[src/rtl/uart_pkg.sv]
`default_nettype none
// ============================================================================
// Module   : uart_pkg
// Purpose  : Shared UART definitions: frame state encoding and parity codes,
//            common to the transmitter and receiver.
// Revision : 1.0 - initial release
// ============================================================================
package uart_pkg;

  // Frame state; the encoding is shared with the receiver
  typedef enum logic [2:0] {
    IDLE   = 3'd0,
    START  = 3'd1,
    DATA   = 3'd2,
    STOP   = 3'd3,
    PARITY = 3'd4
  } uart_state_t;

  // Parity selection codes
  localparam int PARITY_NONE = 0;
  localparam int PARITY_ODD  = 1;
  localparam int PARITY_EVEN = 2;

endpackage
`default_nettype wire

[src/rtl/uart_tx_if.sv]
`default_nettype none
// ============================================================================
// Module   : uart_tx_if
// Purpose  : Bus-side handshake between the register logic (master) and the
//            UART transmitter (slave), plus the serial line and status.
// Revision : 1.0 - initial release
// ============================================================================
interface uart_tx_if #(
  parameter int data_bits = 8
) ();

  logic [data_bits-1:0] tx_data_in;
  logic                 we;
  logic                 tx;
  logic                 tx_ready;
  logic                 tx_done;

  modport master (
    output tx_data_in,
    output we,
    input  tx,
    input  tx_ready,
    input  tx_done
  );

  modport slave (
    input  tx_data_in,
    input  we,
    output tx,
    output tx_ready,
    output tx_done
  );

endinterface
`default_nettype wire

[src/rtl/uart_baud_gen.sv]
`default_nettype none
// ============================================================================
// Module   : uart_baud_gen
// Purpose  : Bit-time counter. Counts 0..clock_divide-1, wraps, and pulses
//            tick for one cycle in the final cycle of every bit.
// Revision : 1.0 - initial release
// ============================================================================
module uart_baud_gen #(
  parameter int clock_divide = 2604
) (
  input  logic clk,
  input  logic rst,
  input  logic clr,
  output logic tick
);

  localparam int                 c_CNT_W = $clog2(clock_divide) + 1;
  localparam logic [c_CNT_W-1:0] c_LAST  = c_CNT_W'(clock_divide - 1);

  logic [c_CNT_W-1:0] r_cnt;

  // Free-running bit-time counter, held at zero while the owner is idle
  always_ff @(posedge clk) begin
    if (rst || clr) begin
      r_cnt <= '0;
    end else if (r_cnt == c_LAST) begin
      r_cnt <= '0;
    end else begin
      r_cnt <= r_cnt + 1'b1;
    end
  end

  assign tick = (r_cnt == c_LAST);

endmodule
`default_nettype wire

[src/rtl/uart_tx.sv]
`default_nettype none
// ============================================================================
// Module   : uart_tx
// Purpose  : UART transmitter. Serialises a parallel word as start bit,
//            LSB-first data, optional parity and 1-2 stop bits on tx.
//            Optional macro UART_TX_HOLD_EN adds a one-entry holding register
//            so a second word can be queued during a frame and sent
//            back-to-back.
// Revision : 1.0 - initial release
// ============================================================================
module uart_tx
  import uart_pkg::*;
#(
  parameter int clk_freq    = 50000000,
  parameter int baud_rate   = 19200,
  parameter int data_bits   = 8,
  parameter int parity_type = 0,
  parameter int stop_bits   = 1
) (
  input  logic      clk,
  input  logic      rst,
  uart_tx_if.slave  s_if
);

  localparam int                 c_CLOCK_DIVIDE = clk_freq / baud_rate;
  localparam int                 c_BIT_W        = $clog2(data_bits);
  localparam logic [c_BIT_W-1:0] c_LAST_BIT     = c_BIT_W'(data_bits - 1);
  localparam logic [1:0]         c_STOP_LOAD    = 2'(stop_bits - 1);
  localparam bit                 c_HAS_PARITY   = (parity_type != PARITY_NONE);

  uart_state_t          r_state;
  uart_state_t          w_state_next;
  logic                 w_tick;
  logic                 w_clr;
  logic [data_bits-1:0] r_shift;
  logic [data_bits-1:0] r_data;
  logic [data_bits-1:0] w_shift_next;
  logic [data_bits-1:0] w_load_data;
  logic [c_BIT_W-1:0]   r_bit_idx;
  logic [1:0]           r_stop_cnt;
  logic                 r_tx;
  logic                 w_tx_next;
  logic                 w_tx_ready;
  logic                 w_tx_done;
  logic                 w_accept;
  logic                 w_load;
  logic                 w_last_bit;
  logic                 w_stop_end;
  logic                 w_parity;

  uart_baud_gen #(
    .clock_divide (c_CLOCK_DIVIDE)
  ) u_baud_gen (
    .clk  (clk),
    .rst  (rst),
    .clr  (w_clr),
    .tick (w_tick)
  );

  // Bit timing restarts from zero on the first START cycle after idle
  assign w_clr      = (r_state == IDLE);
  assign w_accept   = s_if.we && w_tx_ready;
  assign w_last_bit = (r_bit_idx == c_LAST_BIT);
  assign w_stop_end = (r_state == STOP) && w_tick && (r_stop_cnt == 2'd0);

`ifdef UART_TX_HOLD_EN
  logic [data_bits-1:0] r_hold;
  logic                 r_hold_valid;
  logic                 w_from_hold;
  logic                 w_hold_wr;

  // A held word starts either from idle or straight after the last stop bit
  assign w_from_hold = r_hold_valid && ((r_state == IDLE) || w_stop_end);
  assign w_hold_wr   = w_accept && (r_state != IDLE);
  assign w_load      = w_from_hold || (w_accept && (r_state == IDLE));
  assign w_load_data = w_from_hold ? r_hold : s_if.tx_data_in;

  // Holding register: filled by a write during a frame, drained on transfer
  always_ff @(posedge clk) begin
    if (rst) begin
      r_hold_valid <= 1'b0;
      r_hold       <= '0;
    end else if (w_from_hold) begin
      r_hold_valid <= 1'b0;
    end else if (w_hold_wr) begin
      r_hold_valid <= 1'b1;
      r_hold       <= s_if.tx_data_in;
    end
  end
`else
  // Without a holding register writes are only taken while idle
  assign w_load      = w_accept;
  assign w_load_data = s_if.tx_data_in;
`endif

  // Parity bit over the latched word
  always_comb begin
    w_parity = 1'b0;
    case (parity_type)
      PARITY_ODD:  w_parity = ~^r_data;
      PARITY_EVEN: w_parity = ^r_data;
      default:     w_parity = 1'b0;
    endcase
  end

  // FSM state register
  always_ff @(posedge clk) begin
    if (rst) begin
      r_state <= IDLE;
    end else begin
      r_state <= w_state_next;
    end
  end

  // FSM next-state logic
  always_comb begin
    w_state_next = r_state;
    case (r_state)
      IDLE: begin
        if (w_load) w_state_next = START;
      end
      START: begin
        if (w_tick) w_state_next = DATA;
      end
      DATA: begin
        if (w_tick && w_last_bit) w_state_next = c_HAS_PARITY ? PARITY : STOP;
      end
      PARITY: begin
        if (w_tick) w_state_next = STOP;
      end
      STOP: begin
        if (w_stop_end) w_state_next = w_load ? START : IDLE;
      end
      default: w_state_next = IDLE;
    endcase
  end

  // Shift register next value: load a new word or shift at the end of a data bit
  always_comb begin
    w_shift_next = r_shift;
    if (w_load) begin
      w_shift_next = w_load_data;
    end else if ((r_state == DATA) && w_tick) begin
      w_shift_next = r_shift >> 1;
    end
  end

  // FSM outputs; the line level is precomputed from the next state so tx is a flop
  always_comb begin
`ifdef UART_TX_HOLD_EN
    w_tx_ready = !r_hold_valid;
`else
    w_tx_ready = (r_state == IDLE);
`endif
    w_tx_done = w_stop_end;
    w_tx_next = 1'b1;
    case (w_state_next)
      START:   w_tx_next = 1'b0;
      DATA:    w_tx_next = w_shift_next[0];
      PARITY:  w_tx_next = w_parity;
      default: w_tx_next = 1'b1;
    endcase
  end

  // Datapath registers: line, shift register, latched word, bit and stop counters
  always_ff @(posedge clk) begin
    if (rst) begin
      r_tx       <= 1'b1;
      r_shift    <= '0;
      r_data     <= '0;
      r_bit_idx  <= '0;
      r_stop_cnt <= 2'd0;
    end else begin
      r_tx    <= w_tx_next;
      r_shift <= w_shift_next;
      if (w_load) r_data <= w_load_data;

      if ((r_state == DATA) && w_tick) begin
        r_bit_idx <= w_last_bit ? '0 : r_bit_idx + 1'b1;
      end else if (r_state != DATA) begin
        r_bit_idx <= '0;
      end

      if ((w_state_next == STOP) && (r_state != STOP)) begin
        r_stop_cnt <= c_STOP_LOAD;
      end else if ((r_state == STOP) && w_tick && (r_stop_cnt != 2'd0)) begin
        r_stop_cnt <= r_stop_cnt - 2'd1;
      end
    end
  end

  assign s_if.tx       = r_tx;
  assign s_if.tx_ready = w_tx_ready;
  assign s_if.tx_done  = w_tx_done;

endmodule
`default_nettype wire

[src/flat_wrapper.sv]
// flat-port wrapper written by rule: the top's interface ports become plain ports
module uart_tx_flat import uart_pkg::*;
#(
  parameter int clk_freq    = 50000000,
  parameter int baud_rate   = 19200,
  parameter int data_bits   = 8,
  parameter int parity_type = 0,
  parameter int stop_bits   = 1
)
  (clk, rst, s_if_tx_data_in, s_if_we, s_if_tx, s_if_tx_ready, s_if_tx_done);
  uart_tx_if #(.data_bits(data_bits)) s_if_i ();
  input  logic clk;
  input  logic rst;
  input wire logic [$bits(s_if_i.tx_data_in)-1:0] s_if_tx_data_in;
  input wire logic [$bits(s_if_i.we)-1:0] s_if_we;
  output wire logic [$bits(s_if_i.tx)-1:0] s_if_tx;
  output wire logic [$bits(s_if_i.tx_ready)-1:0] s_if_tx_ready;
  output wire logic [$bits(s_if_i.tx_done)-1:0] s_if_tx_done;
  assign s_if_i.tx_data_in = s_if_tx_data_in;
  assign s_if_i.we = s_if_we;
  assign s_if_tx = s_if_i.tx;
  assign s_if_tx_ready = s_if_i.tx_ready;
  assign s_if_tx_done = s_if_i.tx_done;
  uart_tx #(.clk_freq(clk_freq), .baud_rate(baud_rate), .data_bits(data_bits), .parity_type(parity_type), .stop_bits(stop_bits)) u_core (.clk(clk), .rst(rst), .s_if(s_if_i));
endmodule
[config.mk]
export PLATFORM = sky130hd
export DESIGN_NAME = uart_tx_flat
export DESIGN_NICKNAME = d
export VERILOG_FILES = /design/src/rtl/uart_pkg.sv /design/src/rtl/uart_tx_if.sv /design/src/rtl/uart_baud_gen.sv /design/src/rtl/uart_tx.sv /design/src/flat_wrapper.sv
export SDC_FILE = /design/constraint.sdc
export NUM_CORES = 1
export LEC_CHECK = 0
export ABC_AREA = 1
export CORE_MARGIN = 5
export CORE_UTILIZATION = 60
export CTS_BUF_LIST = sky130_fd_sc_hd__clkbuf_16
export DETAILED_ROUTE_END_ITERATION = 12
export PLACE_DENSITY_LB_ADDON = 0.05
export SKIP_CTS_REPAIR_TIMING = 1
export SLEW_MARGIN = 10
export SYNTH_ARGS = -nofsm -noshare
export SYNTH_HDL_FRONTEND = slang
export SYNTH_SLANG_ARGS = --single-unit
[constraint.sdc]
create_clock -name clk -period 3.2 [get_ports clk]
set_input_delay 0.64 -clock clk [delete_from_list [all_inputs] [get_ports clk]]
set_output_delay 0.64 -clock clk [all_outputs]
set_load 0.05 [all_outputs]
; Yosys cells after proc, flatten, opt, wreduce, memory -nomap -nowiden
; Index checks and enable logic that the tools add are counted.
[classes]
add_sub_neg = 3
n_eq_ne = 12
muxes = 13
n_reduce_logical = 16
[op_table]
columns = op, count
row1 = $mux 3, 8
row2 = $mux 8, 2
row3 = $pmux 3 s5, 1
row4 = $add 13x1->13 const B, 1
row5 = $eq 13x12->1 const B, 1
row6 = $eq 3x2->1 const B, 4
row7 = $eq 3x3->1 const B, 3
row8 = $logic_and 1x1->1, 7
row9 = $eq 3x1->1 const B, 2
row10 = $ne 3x2->1 const B, 2
row11 = $reduce_bool 2->1, 3
row12 = $reduce_or 2->1, 3
row13 = $add 3x1->3 const B, 1
row14 = $logic_not 3->1, 1
row15 = $logic_not 2->1, 1
row16 = $pmux 1 s2, 1
row17 = $sub 2x1->2 const B, 1
row18 = $logic_or 1x1->1, 1
row19 = $mux 1, 1
[word_totals]
regBits = 30
in_bits = 11
out_inout_bits = 3

; Depth between registers and ports, before layout
[logic_depth]
depth_word = 8
depth_mapped = 12

; Hierarchy
; Synthesis repeated with hierarchy kept, for this count alone.
[hier_totals]
hier_cells = 223
hier_area_um2 = 1577.8
[modules_own_cells]
columns = mod, instances, cells_per_inst, area_per_inst_um2
row1 = uart_tx, 1, 122, 870.8
row2 = uart_baud_gen, 1, 101, 706.9

; Worst setup path before layout
; OpenSTA, ideal clock, no wires.
[synth_path]
path_kind = reg2out
start = reg u_core.u_baud_gen.r_cnt[0]
end = out s_if_tx_done
arrival_ns = 1.654
t_required_ns = 2.560
setup_slack_ns = 0.906
path_stages_with_launch = 8
path_cell_list = dfxtp_1 ha_1 nand2_1 nor2_2 nand3_4 inv_2 nand2_1 nor2_1
[synth_via]
elab_chain_len = 3
[synth_lines]
columns = item, line_no
row1 = "start, declared", uart_baud_gen.sv:20  ; logic [c_CNT_W-1:0] r_cnt;
row2 = "start signal, assigned", uart_baud_gen.sv:29  ; r_cnt <= r_cnt + 1'b1;
row3 = $eq 13x12->1, uart_baud_gen.sv:33  ; assign tick = (r_cnt == c_LAST);
row4 = $logic_and 1x1->1 (2 in a row), uart_tx.sv:64  ; assign w_stop_end = (r_state == STOP) && w_tick && (r_stop_cnt == 2'd0);
row5 = "end, declared", flat_wrapper.sv:18  ; output wire logic [$bits(s_if_i.tx_done)-1:0] s_if_tx_done;
; No other way between the ends.

; Final worst setup path
; Same ends and word-level chain as after synthesis.

==> summary.txt <==
Floorplanning
  • Core box area: between 2000 and 2500 um^2
  • Initial Util: 0.6258
  • Placement Rows: 18
  • Die area: 3700 um^2
  • Die Y-Extent: between 60 and 70 um
  • I/O Pins: 14
  • Die X: a little over 60 um

Clocking
  • CTS sink count: 30
  • TritonCTS Buffers: 5
  • Clock Latency Late Sink: 270 ps
  • CTS max path bufs: 2
  • CTS tree: done
  • Clk slew on worst S/H paths: around 50 ps
  • Clk root buf: clkbuf_16
  • H-tree depth: 2

Worst setup path
  • Worst-path cell chain: ha_1, nand2_1, nor2_2, nand3_4, inv_2, nand2_1, nor2_1, clkdlybuf4s50_1
  • CP Buf/Inv Count: 2
  • WP data required: between 2000 and 3000 ps
  • Cell family with most CP delay: buffers and inverters
  • Critical Path Most Common Cell: nand2_1
  • Nature of the critical path endpoint: primary output
  • CP Launch Type: flop
  • Crit path max-delay cell type: clkdlybuf4s50_1
  • Critical path class: reg2out
  • Critical path peak fanout: 8
  • Crit-path max cell delay: 800 ps
  • Worst EP arrival: around 2300 ps

Synth
  • Register area share after synthesis: 0.3874
  • Synth warnings: 0
  • Main synth FF type: dfxtp_1
  • Syn Inst Count: between 200 and 250
  • Share of the synthesized area in the top cell type: 0.3874
  • Synth cell count leaders: nand2_1 (59), dfxtp_1 (30), nor2_1 (21)
  • Cell taking the most area after synthesis: dfxtp_1
  • Syn Std Cell Area: between 1500 and 2000 um^2
  • Synthesized area per cell: roughly 7 um^2
  • Distinct cell type count of the synthesized netlist: 29
  • Async set-reset flop share out of synthesis: 0
  • EDFF count, synth: 0
  • Syn nets: 236
  • Yosys reg bits: 30
  • Count leader, synth: nand2_1
  • Area contributors post-synth: dfxtp_1 (39%), nand2_1 (14%), nand3_1 (5.8%), nor2_1 (5.1%), inv_1 (4.8%)

STA
  • Setup TNS: 0 ps
  • Crit share post-route: 0.9235
  • Final Hold Viols: 0
  • Worst slew pin tran: about 510 ps
  • RSZ-0062 raised after global routing: false
  • Worst rel slew slack: 0.6562
  • Post-layout minimum cycle time: 2955 ps
  • Setup-failing EPs final: 0
  • Worst Skew: about 3.8 ps
  • Fmax achieved: 338.4 MHz
  • Max Slew Vio Count: 0

Detailed routing
  • Final routed DRC violation total: 0
  • Routed length per instance: roughly 12 um
  • Routed vias/inst: 5.422
  • Initial DRC count: ~80
  • Via count: ~1500
  • Routed Antenna Nets: 0
  • Pre-antenna DRT Iters: 4
  • Detailed Route WL: about 3.4 mm

Pwr
  • Pwr/cell area: ~490 nW/um^2
  • Pleak: between 0.7 and 0.8 nW
  • Peak VDD IR: just under 0.5 mV

Run status
  • Status: complete, no violations

Global route
  • Pin count of the biggest net entering global routing: 15
  • Initial antenna violation count: 0
  • Global-route wire length before repair: 5.782 mm
  • Global Route Usage Sum: 0.2134
  • GRT overflow: 0
  • Vias in the first global route: 1385

Layout
  • # diodes: 0
  • Area growth, synth to finish: 19.13%
  • Share of layout cells above drive strength 1: 0.1458
  • Nets: between 200 and 300
  • Final core occ: 0.7455
  • Fill cells: approximately 210

Placed design
  • Post-DP HPWL: 2.461 mm
  • IO buf count: 13
  • Routability cong.: around 0.9

Worst hold path
  • Hold Crit Class: reg2reg

Job
  • Max Cap Violations: 0
through the flow:
step / cell area [um^2] / setup WS [ps] / instances / hold slack, ps / total power, W
finish: 1847 / 244.9 / 270 / 469.2 / 0.0008971
detailed placement: 1709 / 528.3 / 262 / 463.1 / 0.0004672
global placement: 1709 / 618.0 / 262 / 444.3 / 0.0004649
global route: 1847 / 99.31 / 270 / 495.5 / 0.0009338
floorplan: 1550 / 905.8 / 221 / 429.5 / 0.0004414
CTS: 1847 / 232.1 / 270 / 470.8 / 0.0009005
area by class of cell:
type	count	area, um^2	share of cell area
clock buffer	5	125.1	0.06775
clock inverter	3	12.51	0.006775
inverter	34	127.6	0.06911
multi-input combinational	155	813.3	0.4404
sequential	30	600.6	0.3252
tap	30	37.54	0.02033
timing repair buffer	13	130.1	0.07046
registers in the layout, indices dropped and copies added (netlist names):
| register | count |
|---|---|
| u_core.r_bit_idx | 3 |
| u_core.r_shift | 8 |
| u_core.r_state | 3 |
| u_core.r_stop_cnt | 2 |
| u_core.s_if.tx | 1 |
| u_core.u_baud_gen.r_cnt | 13 |
placed cells by master (no fill, tap or decap):
master	instances
or2_2	1
xor2_1	2
o21ai_2	1
nor3_2	2
nand2_2	1
a21oi_1	13
nor2_1	21
inv_2	14
clkinv_1	1
dfxtp_1	30
nand3_1	18
clkbuf_16	5
nor2_8	1
nor2_2	3
nor3_1	7
inv_1	21
nand3_4	1
a31oi_1	6
clkdlybuf4s50_1	13
or2_0	2
clkinv_2	1
nand2_1	59
o21ai_0	1
ha_1	4
nor4_1	1
o21bai_1	2
nor3b_2	1
nand3_2	2
nor2_4	1
nor4_2	1
nand4_1	4
power by group:
group,total (W),internal (W),switching [W]
clock,0.000436,0.000280,0.000156
combinational,0.0000704,0.0000287,0.0000417
sequential,0.000391,0.000384,0.00000625
total,0.000897,0.000693,0.000204
per-layer routing:
metal | vias up | share of wire | GRT usage
met2 | 50 | 0.48 | 0.3481
met3 | 9 | 0.067 | 0.07234
li1 | 746 | - | -
met1 | 659 | 0.44 | 0.2549
met5 | - | 0 | 0
met4 | 0 | 0.020 | 0.09288
worst reg2reg max path, stage by stage, from the launching register on:
cell     delay, ps
dfxtp_1        380
ha_1           210
nand2_1        100
inv_1           90
nand2_1        100
nor4_2         300
nand3_1        180
nor2_1         160
nor3b_2         60
cells by family (layout without fill, tap and decap cells):
logic type	after synthesis	in the layout	synth area share
buf+inv	36	55	0.08797
xor+xnor	2	2	0.01130
compound gates	23	23	0.08474
simple gates	126	126	0.3963
fa+ha+maj	4	4	0.03229
flops	30	30	0.3874
worst paths after layout:
path         cells past startpoint                                   from                                endpoint  slack (ps)
min reg2reg                      2      u_core.r_stop_cnt[1]$_SDFFE_PP0P_       u_core.r_stop_cnt[1]$_SDFFE_PP0P_         470
max                              8  u_core.u_baud_gen.r_cnt[0]$_SDFF_PP0_                            s_if_tx_done         240
min                              2      u_core.r_stop_cnt[1]$_SDFFE_PP0P_       u_core.r_stop_cnt[1]$_SDFFE_PP0P_         470
max reg2reg                      8  u_core.u_baud_gen.r_cnt[0]$_SDFF_PP0_  u_core.u_baud_gen.r_cnt[12]$_SDFF_PP0_        1490
Note: power is estimated with default switching activity, not from simulation.
